$ cat src/rtl/cp0_reg_pkg.sv
// Shared CP0 constants: register addresses, exception type codes, field positions
// and the exception decode helpers used by cp0_reg.
package cp0_reg_pkg;

  localparam logic [4:0] CP0_REG_COUNT   = 5'd9;
  localparam logic [4:0] CP0_REG_COMPARE = 5'd11;
  localparam logic [4:0] CP0_REG_STATUS  = 5'd12;
  localparam logic [4:0] CP0_REG_CAUSE   = 5'd13;
  localparam logic [4:0] CP0_REG_EPC     = 5'd14;
  localparam logic [4:0] CP0_REG_PRID    = 5'd15;
  localparam logic [4:0] CP0_REG_CONFIG  = 5'd16;

  localparam logic [31:0] EXC_INT     = 32'h0000_0001;
  localparam logic [31:0] EXC_SYSCALL = 32'h0000_0008;
  localparam logic [31:0] EXC_RI      = 32'h0000_000a;
  localparam logic [31:0] EXC_OV      = 32'h0000_000c;
  localparam logic [31:0] EXC_TRAP    = 32'h0000_000d;
  localparam logic [31:0] EXC_ERET    = 32'h0000_000e;

  localparam int STATUS_EXL_BIT  = 1;
  localparam int CAUSE_EXC_LSB   = 2;
  localparam int CAUSE_EXC_MSB   = 6;
  localparam int CAUSE_IP_SW_LSB = 8;
  localparam int CAUSE_IP_SW_MSB = 9;
  localparam int CAUSE_IP_HW_LSB = 10;
  localparam int CAUSE_IP_HW_MSB = 15;
  localparam int CAUSE_WP_BIT    = 22;
  localparam int CAUSE_IV_BIT    = 23;
  localparam int CAUSE_BD_BIT    = 31;

  typedef enum logic [1:0] {
    EXC_ACT_NONE,
    EXC_ACT_TAKE,
    EXC_ACT_RETURN
  } exc_action_e;

  function automatic exc_action_e exc_action(input logic [31:0] exc_type);
    case (exc_type)
      EXC_INT, EXC_SYSCALL, EXC_RI, EXC_OV, EXC_TRAP: exc_action = EXC_ACT_TAKE;
      EXC_ERET:                                       exc_action = EXC_ACT_RETURN;
      default:                                        exc_action = EXC_ACT_NONE;
    endcase
  endfunction

  // Interrupts map to ExcCode 0; the other taken exceptions reuse their type code.
  function automatic logic [4:0] exc_code(input logic [31:0] exc_type);
    if (exc_type == EXC_INT) exc_code = 5'd0;
    else                     exc_code = exc_type[4:0];
  endfunction

endpackage

$ cat src/rtl/cp0_timer.sv
// Count/Compare pair and the sticky timer interrupt.
// Timer interrupt generation only exists when CP0_TIMER_INT_EN is defined.
module cp0_timer (
  input  logic        clk,
  input  logic        rst,
  input  logic        count_we,
  input  logic        compare_we,
  input  logic [31:0] data,
  output logic [31:0] count,
  output logic [31:0] compare,
  output logic        timer_int
);

  always_ff @(posedge clk or negedge rst) begin
    if (!rst) begin
      count   <= '0;
      compare <= '0;
    end else begin
      count <= count_we ? data : count + 32'd1;
      if (compare_we) compare <= data;
    end
  end

`ifdef CP0_TIMER_INT_EN
  logic timer_q;

  // Compare==0 means the timer is disarmed; a Compare write acknowledges the interrupt.
  always_ff @(posedge clk or negedge rst) begin
    if (!rst) begin
      timer_q <= 1'b0;
    end else if (compare_we) begin
      timer_q <= 1'b0;
    end else if (compare != '0 && count == compare) begin
      timer_q <= 1'b1;
    end
  end

  assign timer_int = timer_q;
`else
  assign timer_int = 1'b0;
`endif

endmodule

$ cat src/rtl/cp0_reg.sv
// Coprocessor-0 register file with precise exception capture and mfc0 read port.
// Defining CP0_TIMER_INT_EN enables the timer interrupt and its Cause.IP[7] override.
module cp0_reg
  import cp0_reg_pkg::*;
#(
  parameter logic [31:0] PRID_VALUE   = 32'h004c_0102,
  parameter logic [31:0] CONFIG_VALUE = 32'h0000_8000,
  parameter logic [31:0] STATUS_RESET = 32'h1000_0000
) (
  input  logic        clk,
  input  logic        rst,
  input  logic        we_i,
  input  logic [4:0]  waddr_i,
  input  logic [31:0] data_i,
  input  logic [4:0]  raddr_i,
  input  logic [5:0]  int_i,
  input  logic [31:0] excepttype_i,
  input  logic [31:0] current_inst_addr_i,
  input  logic        is_in_delayslot_i,
  output logic [31:0] data_o,
  output logic [31:0] count_o,
  output logic [31:0] compare_o,
  output logic [31:0] status_o,
  output logic [31:0] cause_o,
  output logic [31:0] epc_o,
  output logic [31:0] config_o,
  output logic [31:0] prid_o,
  output logic        timer_int_o
);

  logic [31:0] status_q;
  logic [31:0] cause_q;
  logic [31:0] epc_q;
  logic        count_we;
  logic        compare_we;

  assign count_we   = we_i && (waddr_i == CP0_REG_COUNT);
  assign compare_we = we_i && (waddr_i == CP0_REG_COMPARE);

  cp0_timer u_timer (
    .clk        (clk),
    .rst        (rst),
    .count_we   (count_we),
    .compare_we (compare_we),
    .data       (data_i),
    .count      (count_o),
    .compare    (compare_o),
    .timer_int  (timer_int_o)
  );

  // Exception updates follow the software write so they take priority on overlapping bits.
  always_ff @(posedge clk or negedge rst) begin
    if (!rst) begin
      status_q <= STATUS_RESET;
      cause_q  <= '0;
      epc_q    <= '0;
    end else begin
      cause_q[CAUSE_IP_HW_MSB:CAUSE_IP_HW_LSB] <= int_i;
      if (we_i) begin
        case (waddr_i)
          CP0_REG_STATUS: status_q <= data_i;
          CP0_REG_EPC:    epc_q    <= data_i;
          CP0_REG_CAUSE: begin
            cause_q[CAUSE_IP_SW_MSB:CAUSE_IP_SW_LSB] <= data_i[CAUSE_IP_SW_MSB:CAUSE_IP_SW_LSB];
            cause_q[CAUSE_WP_BIT] <= data_i[CAUSE_WP_BIT];
            cause_q[CAUSE_IV_BIT] <= data_i[CAUSE_IV_BIT];
          end
          default: ;
        endcase
      end
      case (exc_action(excepttype_i))
        EXC_ACT_TAKE: begin
          if (!status_q[STATUS_EXL_BIT]) begin
            epc_q <= is_in_delayslot_i ? current_inst_addr_i - 32'd4 : current_inst_addr_i;
            cause_q[CAUSE_BD_BIT] <= is_in_delayslot_i;
          end
          status_q[STATUS_EXL_BIT] <= 1'b1;
          cause_q[CAUSE_EXC_MSB:CAUSE_EXC_LSB] <= exc_code(excepttype_i);
        end
        EXC_ACT_RETURN: status_q[STATUS_EXL_BIT] <= 1'b0;
        default: ;
      endcase
    end
  end

`ifdef CP0_TIMER_INT_EN
  logic unused_ip7;
  assign unused_ip7 = cause_q[CAUSE_IP_HW_MSB];
  assign cause_o    = {cause_q[31:CAUSE_IP_HW_MSB+1], timer_int_o, cause_q[CAUSE_IP_HW_MSB-1:0]};
`else
  assign cause_o    = cause_q;
`endif

  assign status_o = status_q;
  assign epc_o    = epc_q;
  assign config_o = CONFIG_VALUE;
  assign prid_o   = PRID_VALUE;

  always_comb begin
    data_o = '0;
    case (raddr_i)
      CP0_REG_COUNT:   data_o = count_o;
      CP0_REG_COMPARE: data_o = compare_o;
      CP0_REG_STATUS:  data_o = status_o;
      CP0_REG_CAUSE:   data_o = cause_o;
      CP0_REG_EPC:     data_o = epc_o;
      CP0_REG_PRID:    data_o = PRID_VALUE;
      CP0_REG_CONFIG:  data_o = CONFIG_VALUE;
      default:         data_o = '0;
    endcase
  end

endmodule

$ cat config.mk
export PLATFORM = sky130hd
export DESIGN_NAME = cp0_reg
export DESIGN_NICKNAME = d
export VERILOG_FILES = /design/src/rtl/cp0_reg_pkg.sv /design/src/rtl/cp0_timer.sv /design/src/rtl/cp0_reg.sv
export SDC_FILE = /design/constraint.sdc
export NUM_CORES = 1
export LEC_CHECK = 0
export BUFFER_PORTS_ARGS = -buffer_cell sky130_fd_sc_hd__clkbuf_2
export CORE_ASPECT_RATIO = 0.7
export CORE_MARGIN = 4
export CORE_UTILIZATION = 45
export DETAILED_ROUTE_END_ITERATION = 7
export PLACE_DENSITY = 0.76
export SLEW_MARGIN = 20
export SYNTH_ARGS = -nofsm -noshare
export SYNTH_HDL_FRONTEND = slang
export SYNTH_HIERARCHICAL = 1
export SYNTH_SLANG_ARGS = --single-unit
$ cat constraint.sdc
create_clock -name clk -period 6.8 [get_ports clk]
set_input_delay 1.36 -clock clk [delete_from_list [all_inputs] [get_ports clk]]
set_output_delay 1.36 -clock clk [all_outputs]
set_load 0.03 [all_outputs]
==> results of run 1 <==
layer usage:
| metal | track usage (%) | vias up | wire, um |
|---|---|---|---|
| met4 | 5.24 | 0 | 296 |
| li1 | - | 3652 | - |
| met5 | 1.16 | - | 0 |
| met2 | 37.5 | 484 | 13300 |
| met3 | 9.41 | 29 | 3510 |
| met1 | 43.0 | 3981 | 14300 |
logic make-up after synthesis:
| kind of cell | count (synthesis) |
|---|---|
| compound gates | 158 |
| xor+xnor | 24 |
| fa+ha+maj | 4 |
| buf+inv | 151 |
| flops | 144 |
| mux | 107 |
| other cells | 3 |
| simple gates | 291 |
cell usage after synthesis (all sizes together) (21+ instances only):
cell,count
a22oi,31
buf,93
clkbuf,44
dfrtp,143
mux2,73
mux2i,34
nand2,95
nand3,27
nor2,33
nor3,22
nor4,26
o21ai,27
or4,21
layout make-up:
type                    instances  area (um^2)
inverters                      14         52.6
multi-input cells             665         4490
fillers                      1705         8380
clock buffers                  18          429
flip-flops and latches        144         3600
well taps                     242          303
clock inverters                14          110
repair buffers                303         1550
diodes                          1         2.50
critical path: stages:
cell	delay (ns)
clkbuf_2	0.22
and3b_1	0.23
nor3b_2	0.78
buf_4	0.38
a22oi_1	0.11
nand3_1	0.17
clkbuf_2	0.24
where the power goes:
group          internal, W  switching (W)
sequential         0.00102       0.000261
combinational     0.000312       0.000703
clock             0.000473       0.000400
registers in the layout, indices dropped and copies added (netlist names):
| signal | cells |
|---|---|
| epc_o | 32 |
| status_o | 32 |
| u_timer/compare | 32 |
| u_timer/count | 32 |
| cause_o | 16 |
through the flow:
stage               setup slack (ns)  utilization (%)  power, W  hold slack [ns]
global placement                2.04             52.9   0.00229            0.517
CTS                             1.98             55.7   0.00317            0.540
detailed placement              2.00             52.9   0.00230            0.525
floorplan                       2.50                -   0.00191            0.661
finish                          1.95             55.7   0.00317            0.539
global route                    1.80             55.7   0.00330            0.555
worst paths after layout:
check,from,end
min,u_timer/compare[4],u_timer/compare[4]
max reg2reg,u_timer/count[0],u_timer/count[16]
min reg2reg,u_timer/compare[4],u_timer/compare[4]
max,raddr_i[0],data_o[14]
min in group asynchronous,rst,status_o[10]
max in group asynchronous,rst,cause_o[15]
==> flow_metrics.py, run 1 <==
metrics = {
    "status": {
        "outcome": "completed",
    },
    "cts": {
        "cts_inserted_buffers": 17,
        "h_tree_depth": 4,
        "cts_sinks": 144,
        "ctsResizeCount": 0,
        "cts_tree": "built",
        "clk_root_buffer_cell": "clkbuf_16",
        "worstSkewPairLatency_ns": 0.42,
        "postCtsSetupRepairBufs": 0,
        "clkTransAtPathRegs_ns": 0.06,
        "post_cts_hold_buffer_count": 0,
        "clock_tree.buffer_depth": 2,
    },
    "synth": {
        "netlist_instances": 882,
        "postSynth.topFlopCell": "dfrtp_1",
        "yosys-top-cells-area": "dfrtp_1, mux2_2, buf_4",
        "synth_seq_area_share_pct": 41.7,
        "xor_xnor_share_of_the_synthesized_area_pct": 2.43,
        "yosysWarnings": 38,
        "post_synth_instance_area_um2": 8650,
        "cell_variety_after_synth": 57,
        "synth_async_sr_flop_share_pct": 100,
        "count_of_flip_flops_with_a_built_in_enable_after_synthesis": 0,
        "synth_seq_cells": 144,
        "synthAdderAreaFrac_pct": 0.578,
        "area_fraction_in_compound_gates_after_synthesis_pct": 13.5,
        "synthDominantCellAreaShare_pct": 41.3,
        "synthSimpleGateAreaFrac_pct": 18.0,
        "yosys-mux-area-fraction_pct": 13.4,
        "synth_top_cell_by_area": "dfrtp_1",
        "average_footprint_of_a_synthesized_cell_um2": 9.81,
        "synth_top_family_by_area": "simple AND/OR/NAND/NOR gates",
    },
    "sta": {
        "slew_headroom_pct": 24.4,
        "final.min_clock_period_ns": 4.85,
        "timing.fmax_mhz": 206,
        "tightest_slew_ns": 1.12,
        "finalSetupTns_ns": 0,
        "setup_viol_count_final": 0,
        "slew_viol_final": 0,
        "worst_skew_ns": 0.00925,
        "rsz0062_at_grt": "false",
        "timing.final.crit_share_pct": 71.4,
        "final_hold_violating_endpoints": 0,
    },
    "detailed_routing": {
        "post_drt_via_cell_ratio": 5.81,
        "number_of_drc_violations_after_detailed_routing": 0,
        "ant_nets": 0,
        "initialDrtViolationCount": 1098,
        "count_of_tritonroute_iterations_in_the_first_routing_pass": 6,
        "vias": 8146,
        "route.detailed.wl_per_inst_um": 22.4,
        "wl_mm": 31.4,
    },
    "final_layout": {
        "flow.area_growth_from_synthesis_pct": 21.8,
        "final_instance_area_um2": 10500,
        "post_route_cells_drive_above_1_share_pct": 36.4,
        "post_layout_nonfiller_instances": 1401,
        "final_cell_mix": "clkbuf_2, dfrtp_1, nand2_1, conb_1, mux2_2",
        "layout_commonest_cell": "clkbuf_2",
        "final_nets": 1265,
    },
    "global_route": {
        "grt_antenna_before_repair": 0,
        "first_global_vias": 7247,
        "wire_length_of_the_first_global_routing_pass_mm": 45.5,
        "globalRouteTotalUtil_pct": 27.8,
        "grt_start_max_net_pins": 80,
        "grt_overflow_total": 0,
    },
    "flow_run": {
        "cap_viol_max_count": 0,
    },
    "worst_setup_path": {
        "critical_path_class": "in2out",
        "critPathRequiredTime_ns": 5.44,
        "critical_path_startpoint_category": "primary input",
        "ff2ff_setup_slack_ns": 4.06,
        "worst_setup_path_end_kind": "primary output",
        "depth_of_the_worst_register_to_register_path": 5,
        "crit_path_max_fanout": 17,
        "worst_ep_arrival_time_ns": 3.49,
    },
    "placement": {
        "place_area_um2": 10000,
        "routabilityCongestion": 0.975,
        "hpwlAfterDp_mm": 24.3,
        "post-place-cells": 1368,
        "placement.io_buffers": 291,
    },
    "floorplanning": {
        "num_rows": 42,
        "die_area_um2": 21600,
        "fp.coreArea_um2": 18900,
        "initial_core_util_pct": 45.7,
        "die_y_um": 124,
        "die_x_um": 174,
        "io_pins": 373,
    },
    "power": {
        "power_density_nw_per_um2": 301,
        "ir_drop_mv": 0.144,
        "power.static_leakage_nw": 4.91,
    },
    "hold_path": {
        "timing.hold.worst.class": "reg2reg",
        "worstHoldPathCells": 1,
    },
}
Power figures use the tool's default switching activity.
==> run 2, diff against run 1 <==
--- a/config.mk
+++ b/config.mk
@@ -8,9 +8,9 @@
 export BUFFER_PORTS_ARGS = -buffer_cell sky130_fd_sc_hd__clkbuf_2
 export CORE_ASPECT_RATIO = 0.7
 export CORE_MARGIN = 4
-export CORE_UTILIZATION = 45
+export CORE_UTILIZATION = 44
 export DETAILED_ROUTE_END_ITERATION = 7
-export PLACE_DENSITY = 0.76
+export PLACE_DENSITY = 0.78
 export SLEW_MARGIN = 20
 export SYNTH_ARGS = -nofsm -noshare
 export SYNTH_HDL_FRONTEND = slang
==> constraint.sdc (replaced) <==
create_clock -name clk -period 4 [get_ports clk]
set_input_delay 0.8 -clock clk [delete_from_list [all_inputs] [get_ports clk]]
set_output_delay 0.8 -clock clk [all_outputs]
set_load 0.03 [all_outputs]
==> run 2 against run 1 <==
Die area rose by 2.1%. Global-route usage shrank 0.077 points. Clock skew hardly changed. Register-to-register slack lost 2.7 ns. Critical endpoint is now data_o[16]. Sequential cell count unchanged. Clock power up 72%. Highest routed layer unchanged. Critical path depth stayed put.
==> flow_metrics.py, run 2 (same netlist as run 1, synthesis figures left out) <==
metrics = {
    "placement": {
        "routabilityCongestion": 0.963,
        "post-place-cells": 1395,
        "place_ws_ns": 0.564,
        "place_area_um2": 10100,
        "placement.io_buffers": 291,
        "hpwlAfterDp_mm": 24.5,
    },
    "sta": {
        "setup_viol_count_final": 0,
        "timing.final.crit_share_pct": 81.2,
        "rsz0062_at_grt": "false",
        "final_hold_violating_endpoints": 0,
        "final.min_clock_period_ns": 3.25,
        "timing.fmax_mhz": 308,
        "worst_skew_ns": 0.00934,
        "tightest_slew_ns": 1.05,
        "postLayoutSetupSlackWorst_ns": 0.752,
        "finalSetupTns_ns": 0,
        "slew_viol_final": 0,
        "slew_headroom_pct": 29.5,
    },
    "final_layout": {
        "diodes": 0,
        "layout_commonest_cell": "clkbuf_2",
        "post_layout_nonfiller_instances": 1427,
        "final_instance_area_um2": 10600,
        "share_of_the_core_filled_with_cells_in_the_final_layout_pct": 55.7,
        "nFillCells": 1768,
        "flow.area_growth_from_synthesis_pct": 23.0,
        "final_nets": 1270,
        "post_route_cells_drive_above_1_share_pct": 36.8,
        "final_cell_mix": "clkbuf_2, dfrtp_1, nand2_1, conb_1, mux2_2",
    },
    "flow_run": {
        "cap_viol_max_count": 0,
    },
    "hold_path": {
        "timing.hold.worst.class": "in2async",
    },
    "cts": {
        "ctsResizeCount": 0,
        "cts_sinks": 144,
        "postCtsSetupRepairBufs": 0,
        "clkTransAtPathRegs_ns": 0.07,
        "worstSkewPairLatency_ns": 0.42,
        "cts_inserted_buffers": 17,
        "clock_tree.buffer_depth": 2,
        "h_tree_depth": 4,
        "cts_tree": "built",
        "post_cts_hold_buffer_count": 0,
        "clk_root_buffer_cell": "clkbuf_16",
    },
    "detailed_routing": {
        "route.detailed.wl_per_inst_um": 22.5,
        "post_drt_via_cell_ratio": 5.84,
        "number_of_drc_violations_after_detailed_routing": 0,
        "vias": 8333,
        "ant_nets": 0,
        "initialDrtViolationCount": 1123,
        "wl_mm": 32.1,
        "count_of_tritonroute_iterations_in_the_first_routing_pass": 8,
    },
    "worst_setup_path": {
        "crit_chain": "clkbuf_2 > and3b_1 > nor3b_2 > buf_4 > a222oi_1 > nand2_1 > clkbuf_2",
        "timing.critical_path.mode_cell": "clkbuf_2",
        "worst_ep_arrival_time_ns": 2.45,
        "critPathRequiredTime_ns": 3.20,
        "cp_top_family": "buffers and inverters",
        "timing.critical_path.slowest_cell_delay_ns": 0.55,
        "worst_setup_path_end_kind": "primary output",
        "critical-path-slowest-cell": "a222oi_1",
        "critical_path.n_buffers_inverters": 3,
        "critical_path_startpoint_category": "primary input",
        "crit_path_max_fanout": 13,
        "critical_path_class": "in2out",
    },
    "status": {
        "outcome": "completed",
    },
    "global_route": {
        "grt_start_max_net_pins": 90,
        "grt_antenna_before_repair": 0,
        "globalRouteTotalUtil_pct": 27.8,
        "grt_overflow_total": 0,
        "wire_length_of_the_first_global_routing_pass_mm": 47.2,
        "first_global_vias": 7639,
    },
    "power": {
        "switching_share_pct": 42.7,
        "power.static_leakage_nw": 4.94,
        "netSwitchingPower_w": 0.00230,
        "clockPowerShare_pct": 27.9,
        "power_density_nw_per_um2": 506,
        "ir_drop_mv": 0.186,
        "p_seq_share_pct": 39.6,
        "power.internal_w": 0.00309,
        "power.share.combinational_pct": 32.5,
    },
    "floorplanning": {
        "die_x_um": 176,
        "io_pins": 373,
        "num_rows": 42,
        "die_y_um": 125,
        "fp.coreArea_um2": 19100,
        "initial_core_util_pct": 45.2,
        "die_area_um2": 22000,
    },
}
-- run 2: path summary, 6_finish.rpt --
path	from	to	slack (ns)	cells past startpoint
setup / recovery	raddr_i[0]	data_o[16]	0.75	7
hold / removal	rst	status_o[12]	0.44	1
setup reg to reg	u_timer/count[0]	u_timer/count[30]	1.33	5
hold reg to reg	status_o[8]	status_o[8]	0.54	1
max in group asynchronous	rst	epc_o[21]	2.67	2
min in group clk	int_i[3]	cause_o[13]	0.48	1
-- run 2: routing by layer --
layer  track usage [%]  part of all wire (%)
met2              38.3                    42
met1              41.8                    44
met4              6.87                   1.7
met3              9.35                    12
met5                 0                     0
-- run 2: worst register-to-register path: stages (launching register included) --
cell and delay [ns]:
dfrtp_1 0.54, ha_1 0.27, nand4_1 0.35, or4_1 0.76
or4_1 0.47, a31oi_1 0.19
-- run 2: power groups by stage --
stage / Sequential (W) / Combinational [W] / Clock [W]
2_1_floorplan: 0.00259 / 0.000651 / 0
3_3_place_gp: 0.00213 / 0.00171 / 0
3_5_place_dp: 0.00214 / 0.00174 / 0
4_1_cts: 0.00212 / 0.00175 / 0.00152
5_1_grt: 0.00216 / 0.00185 / 0.00159
6_report: 0.00213 / 0.00175 / 0.00150
-- run 2: layout make-up --
type                    count  area [um^2]  share of cell area [%]
multi-input cells         665         4490                    42.2
flip-flops and latches    144         3600                    33.9
repair buffers            308         1620                    15.2
clock buffers              18          429                    4.03
well taps                 264          330                    3.10
clock inverters            14          120                    1.13
inverters                  14         52.6                   0.494
-- run 2: stage by stage --
step,hold slack [ns],total power (W)
2_1_floorplan,0.504,0.00324
4_1_cts,0.466,0.00539
3_5_place_dp,0.522,0.00388
5_1_grt,0.469,0.00560
3_3_place_gp,0.516,0.00384
6_report,0.442,0.00539
